==> config.mk <==
export PLATFORM = sky130hd
export DESIGN_NAME = uart_apb_if
export DESIGN_NICKNAME = d
export VERILOG_FILES = /design/src/rtl/uart_pkg.sv /design/src/rtl/uart_apb_if.sv
export SDC_FILE = /design/constraint.sdc
export NUM_CORES = 1
export LEC_CHECK = 0
export CAP_MARGIN = 20
export CORE_ASPECT_RATIO = 1.2
export CORE_MARGIN = 1.5
export CORE_UTILIZATION = 41
export DETAILED_ROUTE_END_ITERATION = 16
export HOLD_SLACK_MARGIN = 0.02
export PLACE_DENSITY = 0.83
export SLEW_MARGIN = 20
export SYNTH_ARGS = -nofsm -noshare
export SYNTH_HDL_FRONTEND = slang
export SYNTH_SLANG_ARGS = --single-unit
==> constraint.sdc <==
create_clock -name clk_i -period 4.2 [get_ports clk_i]
set_input_delay 1.26 -clock clk_i [delete_from_list [all_inputs] [get_ports clk_i]]
set_output_delay 1.26 -clock clk_i [all_outputs]
set_load 0.02 [all_outputs]
==> src/rtl/uart_pkg.sv <==
// ---------------------------------------------------------------------------
// uart_pkg
//   Definitions shared by the UART register block and its APB front end:
//   byte offsets of the four CPU-visible registers, the register count and
//   the state encoding of the APB access FSM.
// ---------------------------------------------------------------------------
package uart_pkg;

  // Register byte offsets within the UART window.
  localparam logic [3:0] REG_STAT_OFF = 4'h0;
  localparam logic [3:0] REG_CTRL_OFF = 4'h4;
  localparam logic [3:0] REG_TX_OFF   = 4'h8;
  localparam logic [3:0] REG_RX_OFF   = 4'hC;

  localparam int REG_COUNT = 4;

  // APB access FSM states.
  typedef enum logic [2:0] {
    ST_IDLE  = 3'd0,
    ST_WRITE = 3'd1,
    ST_READ  = 3'd2,
    ST_CAPT  = 3'd3,
    ST_RESP  = 3'd4
  } apb_state_e;

endpackage : uart_pkg

==> src/rtl/uart_apb_if.sv <==
// ---------------------------------------------------------------------------
// uart_apb_if
//   APB slave that converts each APB transfer into a single one-cycle
//   register strobe toward the UART register controller.
//   Write: setup T0 -> wr_en_cpu_o at T1 -> pready_o at T2.
//   Read : setup T0 -> rd_en_cpu_o at T1 -> capture cpu_data_i at T2
//          -> pready_o at T3 with prdata_o valid.
//
// Ports
//   clk_i, rst_i           clock, synchronous active-high reset
//   psel_i, penable_i,
//   pwrite_i, paddr_i,
//   pwdata_i               APB request
//   pready_o, prdata_o,
//   pslverr_o              APB response
//   wr_en_cpu_o,
//   rd_en_cpu_o            one-cycle register strobes (never both high)
//   cpu_addr_o, cpu_data_o register index (paddr_i[3:2]) and write data
//   cpu_data_i             register read data, valid the cycle after rd_en
//
// Build option
//   UART_APB_PSLVERR_EN    when defined, a misaligned address or one outside
//                          the 16-byte window is answered at once with
//                          pslverr_o; otherwise pslverr_o is 0 and addresses
//                          alias onto paddr_i[3:2].
// ---------------------------------------------------------------------------
module uart_apb_if
  import uart_pkg::*;
#(
  parameter int APB_ADDR_W     = 12,
  parameter int CPU_ADDR_WIDTH = 2,
  parameter int CPU_DATA_WIDTH = 32
) (
  input  logic                      clk_i,
  input  logic                      rst_i,
  input  logic                      psel_i,
  input  logic                      penable_i,
  input  logic                      pwrite_i,
  input  logic [APB_ADDR_W-1:0]     paddr_i,
  input  logic [CPU_DATA_WIDTH-1:0] pwdata_i,
  output logic                      pready_o,
  output logic [CPU_DATA_WIDTH-1:0] prdata_o,
  output logic                      pslverr_o,
  output logic                      wr_en_cpu_o,
  output logic                      rd_en_cpu_o,
  output logic [CPU_ADDR_WIDTH-1:0] cpu_addr_o,
  output logic [CPU_DATA_WIDTH-1:0] cpu_data_o,
  input  logic [CPU_DATA_WIDTH-1:0] cpu_data_i
);

  apb_state_e                state_reg, state_next;
  logic [CPU_ADDR_WIDTH-1:0] cpu_addr_reg;
  logic [CPU_DATA_WIDTH-1:0] cpu_data_reg;
  logic [CPU_DATA_WIDTH-1:0] prdata_reg;
  logic                      setup_phase;
  logic                      accept;
  logic                      decode_err;

  assign setup_phase = psel_i && !penable_i;

`ifdef UART_APB_PSLVERR_EN
  logic err_reg;

  assign decode_err = (paddr_i[1:0] != 2'b00) ||
                      (paddr_i[APB_ADDR_W-1:4] != '0);
`else
  // Out-of-window and byte-lane bits are deliberately ignored here.
  logic unused_addr_bits;

  assign unused_addr_bits = ^{paddr_i[APB_ADDR_W-1:4], paddr_i[1:0]};
  assign decode_err       = 1'b0;
`endif

  // Next-state logic.
  always_comb begin
    state_next = state_reg;
    accept     = 1'b0;
    case (state_reg)
      ST_IDLE: begin
        if (setup_phase) begin
          accept = 1'b1;
          if (decode_err)    state_next = ST_RESP;
          else if (pwrite_i) state_next = ST_WRITE;
          else               state_next = ST_READ;
        end
      end
      ST_WRITE: state_next = ST_RESP;
      ST_READ:  state_next = ST_CAPT;
      ST_CAPT:  state_next = ST_RESP;
      ST_RESP:  state_next = ST_IDLE;
      default:  state_next = ST_IDLE;
    endcase
  end

  always_ff @(posedge clk_i) begin
    if (rst_i) begin
      state_reg    <= ST_IDLE;
      cpu_addr_reg <= '0;
      cpu_data_reg <= '0;
      prdata_reg   <= '0;
    end else begin
      state_reg <= state_next;
      if (accept) begin
        cpu_addr_reg <= CPU_ADDR_WIDTH'(paddr_i[3:2]);
        cpu_data_reg <= pwdata_i;
        // Reads keep the previous value until CAPT overwrites it.
        if (pwrite_i || decode_err) prdata_reg <= '0;
      end
      if (state_reg == ST_CAPT) prdata_reg <= cpu_data_i;
    end
  end

`ifdef UART_APB_PSLVERR_EN
  always_ff @(posedge clk_i) begin
    if (rst_i)       err_reg <= 1'b0;
    else if (accept) err_reg <= decode_err;
  end
`endif

  // Strobes and pready are decoded from the state; gating with rst_i keeps
  // them low even in the first reset cycle while the state is still stale.
  assign wr_en_cpu_o = (state_reg == ST_WRITE) && !rst_i;
  assign rd_en_cpu_o = (state_reg == ST_READ)  && !rst_i;
  assign pready_o    = (state_reg == ST_RESP) && psel_i && penable_i && !rst_i;

`ifdef UART_APB_PSLVERR_EN
  assign pslverr_o = pready_o && err_reg;
`else
  assign pslverr_o = 1'b0;
`endif

  assign prdata_o   = prdata_reg;
  assign cpu_addr_o = cpu_addr_reg;
  assign cpu_data_o = cpu_data_reg;

endmodule : uart_apb_if
==> results.sh, run 1 <==
export IMPL_vias=2229
export IMPL_drt_wirelength_per_cell_um=14.1
export IMPL_period_needed_ns=3.83
export IMPL_vias_per_cell=4.81
export IMPL_boundaryPins=151
export IMPL_ys_seq_area_frac=0.504
export IMPL_diodes=0
export IMPL_clk_latency_ns=0.34
export IMPL_cap_violations=0
export IMPL_cts_root_buf="clkbuf_8"
export IMPL_io_buffers=139
export IMPL_final_layout_size_suffix_gt1_frac=0.0635
export IMPL_syn2layout_area_growth_pct=56.8
export IMPL_antenna_left=0
export IMPL_gp_congestion=0.700
export IMPL_final_setup_tns_ns=0
export IMPL_worst_slew_pin_slew_ns=0.583
export IMPL_synth_nets=321
export IMPL_drcViolationCount=0
export IMPL_hold_viol=0
export IMPL_grt_pass1_wl_mm=10.3
export IMPL_ctsHoldBuffers=0
export IMPL_ys_warnings_count=0
export IMPL_final_util=0.667
export IMPL_routed_wl_mm=6.55
export IMPL_clk_pin_slew_worst_paths_ns=0.07
export IMPL_fmax_mhz=261
export IMPL_final_common_cell="clkdlybuf4s50_1"
export IMPL_leakage_nw=1.60
export IMPL_die_height_um=92.6
export IMPL_syn_area_um2=2740
export IMPL_firstDrtPassIters=4
export IMPL_crit_path_start="rst_i"
export IMPL_cts_buffer_depth=2
export IMPL_cts_resized=0
export IMPL_r2r_start="state_reg[2]$_SDFFE_PP0P_"
export IMPL_slew_headroom=0.610
export IMPL_drv_slew=0
export IMPL_grt_pass1_vias=2171
export IMPL_finalPower_mw=1.42
export IMPL_drt_initial_drc_count=33
export IMPL_peakVddDrop_v=0.000211
export IMPL_antenna_found_initial=0
export IMPL_dp_hpwl_mm=4.76
export IMPL_cts_sinks=69
export IMPL_ys_seq_elements=69
export IMPL_met2WireLength_mm=3.14
export IMPL_grt_use_total=0.186
export IMPL_hold_class="reg2reg"
export IMPL_worstPathArrival_ns=2.57
export IMPL_start_util=0.425
export IMPL_worstPathRequired_ns=2.94
export IMPL_cts_made_buffers=9
export IMPL_wl_met1_mm=2.76
export IMPL_wl_met3_um=561
export IMPL_synth_cells=240
export IMPL_synth_distinct_cells=24
export IMPL_die_x_um=77.6
export IMPL_status="completed"
export IMPL_synth_avg_cell_area_um2=11.4
export IMPL_hp_start="cpu_data_o[10]$_SDFFE_PP0P_"
export IMPL_grt_max_degree=70
export IMPL_htree_num_levels=3
export IMPL_endpoint_kind="output port"
export IMPL_holdWs_ns=0.474
export IMPL_crit_fanout=4
export IMPL_core_area_um2=6450
export IMPL_post_cts_buffers=0
export IMPL_period_share=0.911
export IMPL_nets=455
export IMPL_fin_worst_skew_ns=0.00734
export IMPL_gr_total_overflow=0
export IMPL_rows=32
export IMPL_highest_layer="met4"
export IMPL_n_fill_cell=504
export IMPL_power_per_cell_area_nw_per_um2=331
export IMPL_final_setup_viol_count=0
export IMPL_rsz0062_at_grt="no"
export IMPL_worst_setup_path_start_kind="input pin"
export IMPL_die_area_um2=7190
export IMPL_crit_type="in2out"
export IMPL_cts_tree="done"
export IMPL_final_cell_mix="138 x clkdlybuf4s50_1, 69 x nand2b_1, 69 x dfxtp_1"
-- power by group --
part	switching (mW)	leakage, nW	internal [mW]
registers	0.0125	0.560	0.675
clock network	0.250	0.0950	0.271
logic	0.0845	0.949	0.128
total	0.347	1.60	1.07
-- cell usage after synthesis --
cell type,n,area [µm²]
a221oi_4,1,26.3
a22o_1,32,280
and2_1,2,12.5
and2b_1,1,7.51
and3_1,1,6.26
and3b_1,1,8.76
buf_12,3,60.1
buf_2,1,5.00
buf_4,4,30.0
buf_6,4,45.0
clkbuf_1,7,26.3
clkbuf_2,1,5.00
conb_1,1,3.75
dfxtp_1,69,1380
mux2i_1,34,340
nand2b_1,69,432
nor2_1,1,3.75
nor2b_1,1,6.26
nor2b_2,1,8.76
nor3_1,1,5.00
nor3_2,1,10.0
nor3b_2,1,12.5
nor4b_1,1,8.76
o21a_1,2,15.0
-- path summary, 6_finish.rpt --
check,to,slack (ns),depth (start not counted)
worst max-delay path,pready_o,0.37,4
worst min-delay path,cpu_data_o[10]$_SDFFE_PP0P_,0.47,2
worst max register to register,cpu_addr_o[1]$_SDFFE_PP0P_,2.42,4
worst min register to register,cpu_data_o[10]$_SDFFE_PP0P_,0.47,2
-- area by class of cell --
| cell class | instances | area, µm² | area share |
|---|---|---|---|
| Clock buffer | 9 | 124 | 0.0288 |
| Tap cell | 85 | 106 | 0.0247 |
| Timing Repair Buffer | 143 | 1430 | 0.332 |
| Clock inverter | 6 | 65.1 | 0.0151 |
| Multi-Input combinational cell | 151 | 1190 | 0.277 |
| Sequential cell | 69 | 1380 | 0.321 |
-- kinds of logic after synthesis --
logic type,Yosys count,share of synthesized area
AOI/OAI and AO/OA,35,0.117
DFF,69,0.504
other,1,0.00137
buffers and inverters,20,0.0626
and+or+nand+nor,81,0.190
muxes,34,0.124
-- metrics by stage --
step / area [µm²] / instances / setup slack [ns]
floorplan: 2740 / 240 / 0.872
global placement: 4110 / 448 / 0.454
detailed placement: 4110 / 448 / 0.373
CTS: 4300 / 463 / 0.366
global route: 4300 / 463 / 0.265
finish: 4300 / 463 / 0.373
-- layer usage --
| layer | vias to the layer above | global-route usage |
|---|---|---|
| li1 | 1086 | - |
| met2 | 105 | 0.305 |
| met4 | 0 | 0.0773 |
| met3 | 9 | 0.0660 |
| met1 | 1029 | 0.219 |
| met5 | - | 0 |
-- worst max-delay path, stage by stage --
cell and delay, ns:
buf_2 0.13, nor4b_1 0.35, and3_1 0.22, clkdlybuf4s50_1 0.60
No activity file was read; power rests on OpenSTA's default activity.
==> run 2, diff against run 1 <==
--- a/config.mk
+++ b/config.mk
@@ -12,6 +12,7 @@
 export DETAILED_ROUTE_END_ITERATION = 16
 export HOLD_SLACK_MARGIN = 0.02
 export PLACE_DENSITY = 0.83
+export SETUP_SLACK_MARGIN = 0.1
 export SLEW_MARGIN = 20
 export SYNTH_ARGS = -nofsm -noshare
 export SYNTH_HDL_FRONTEND = slang
==> results of run 2 <==
Final layout, timing and power as in run 1 (identical DEF).
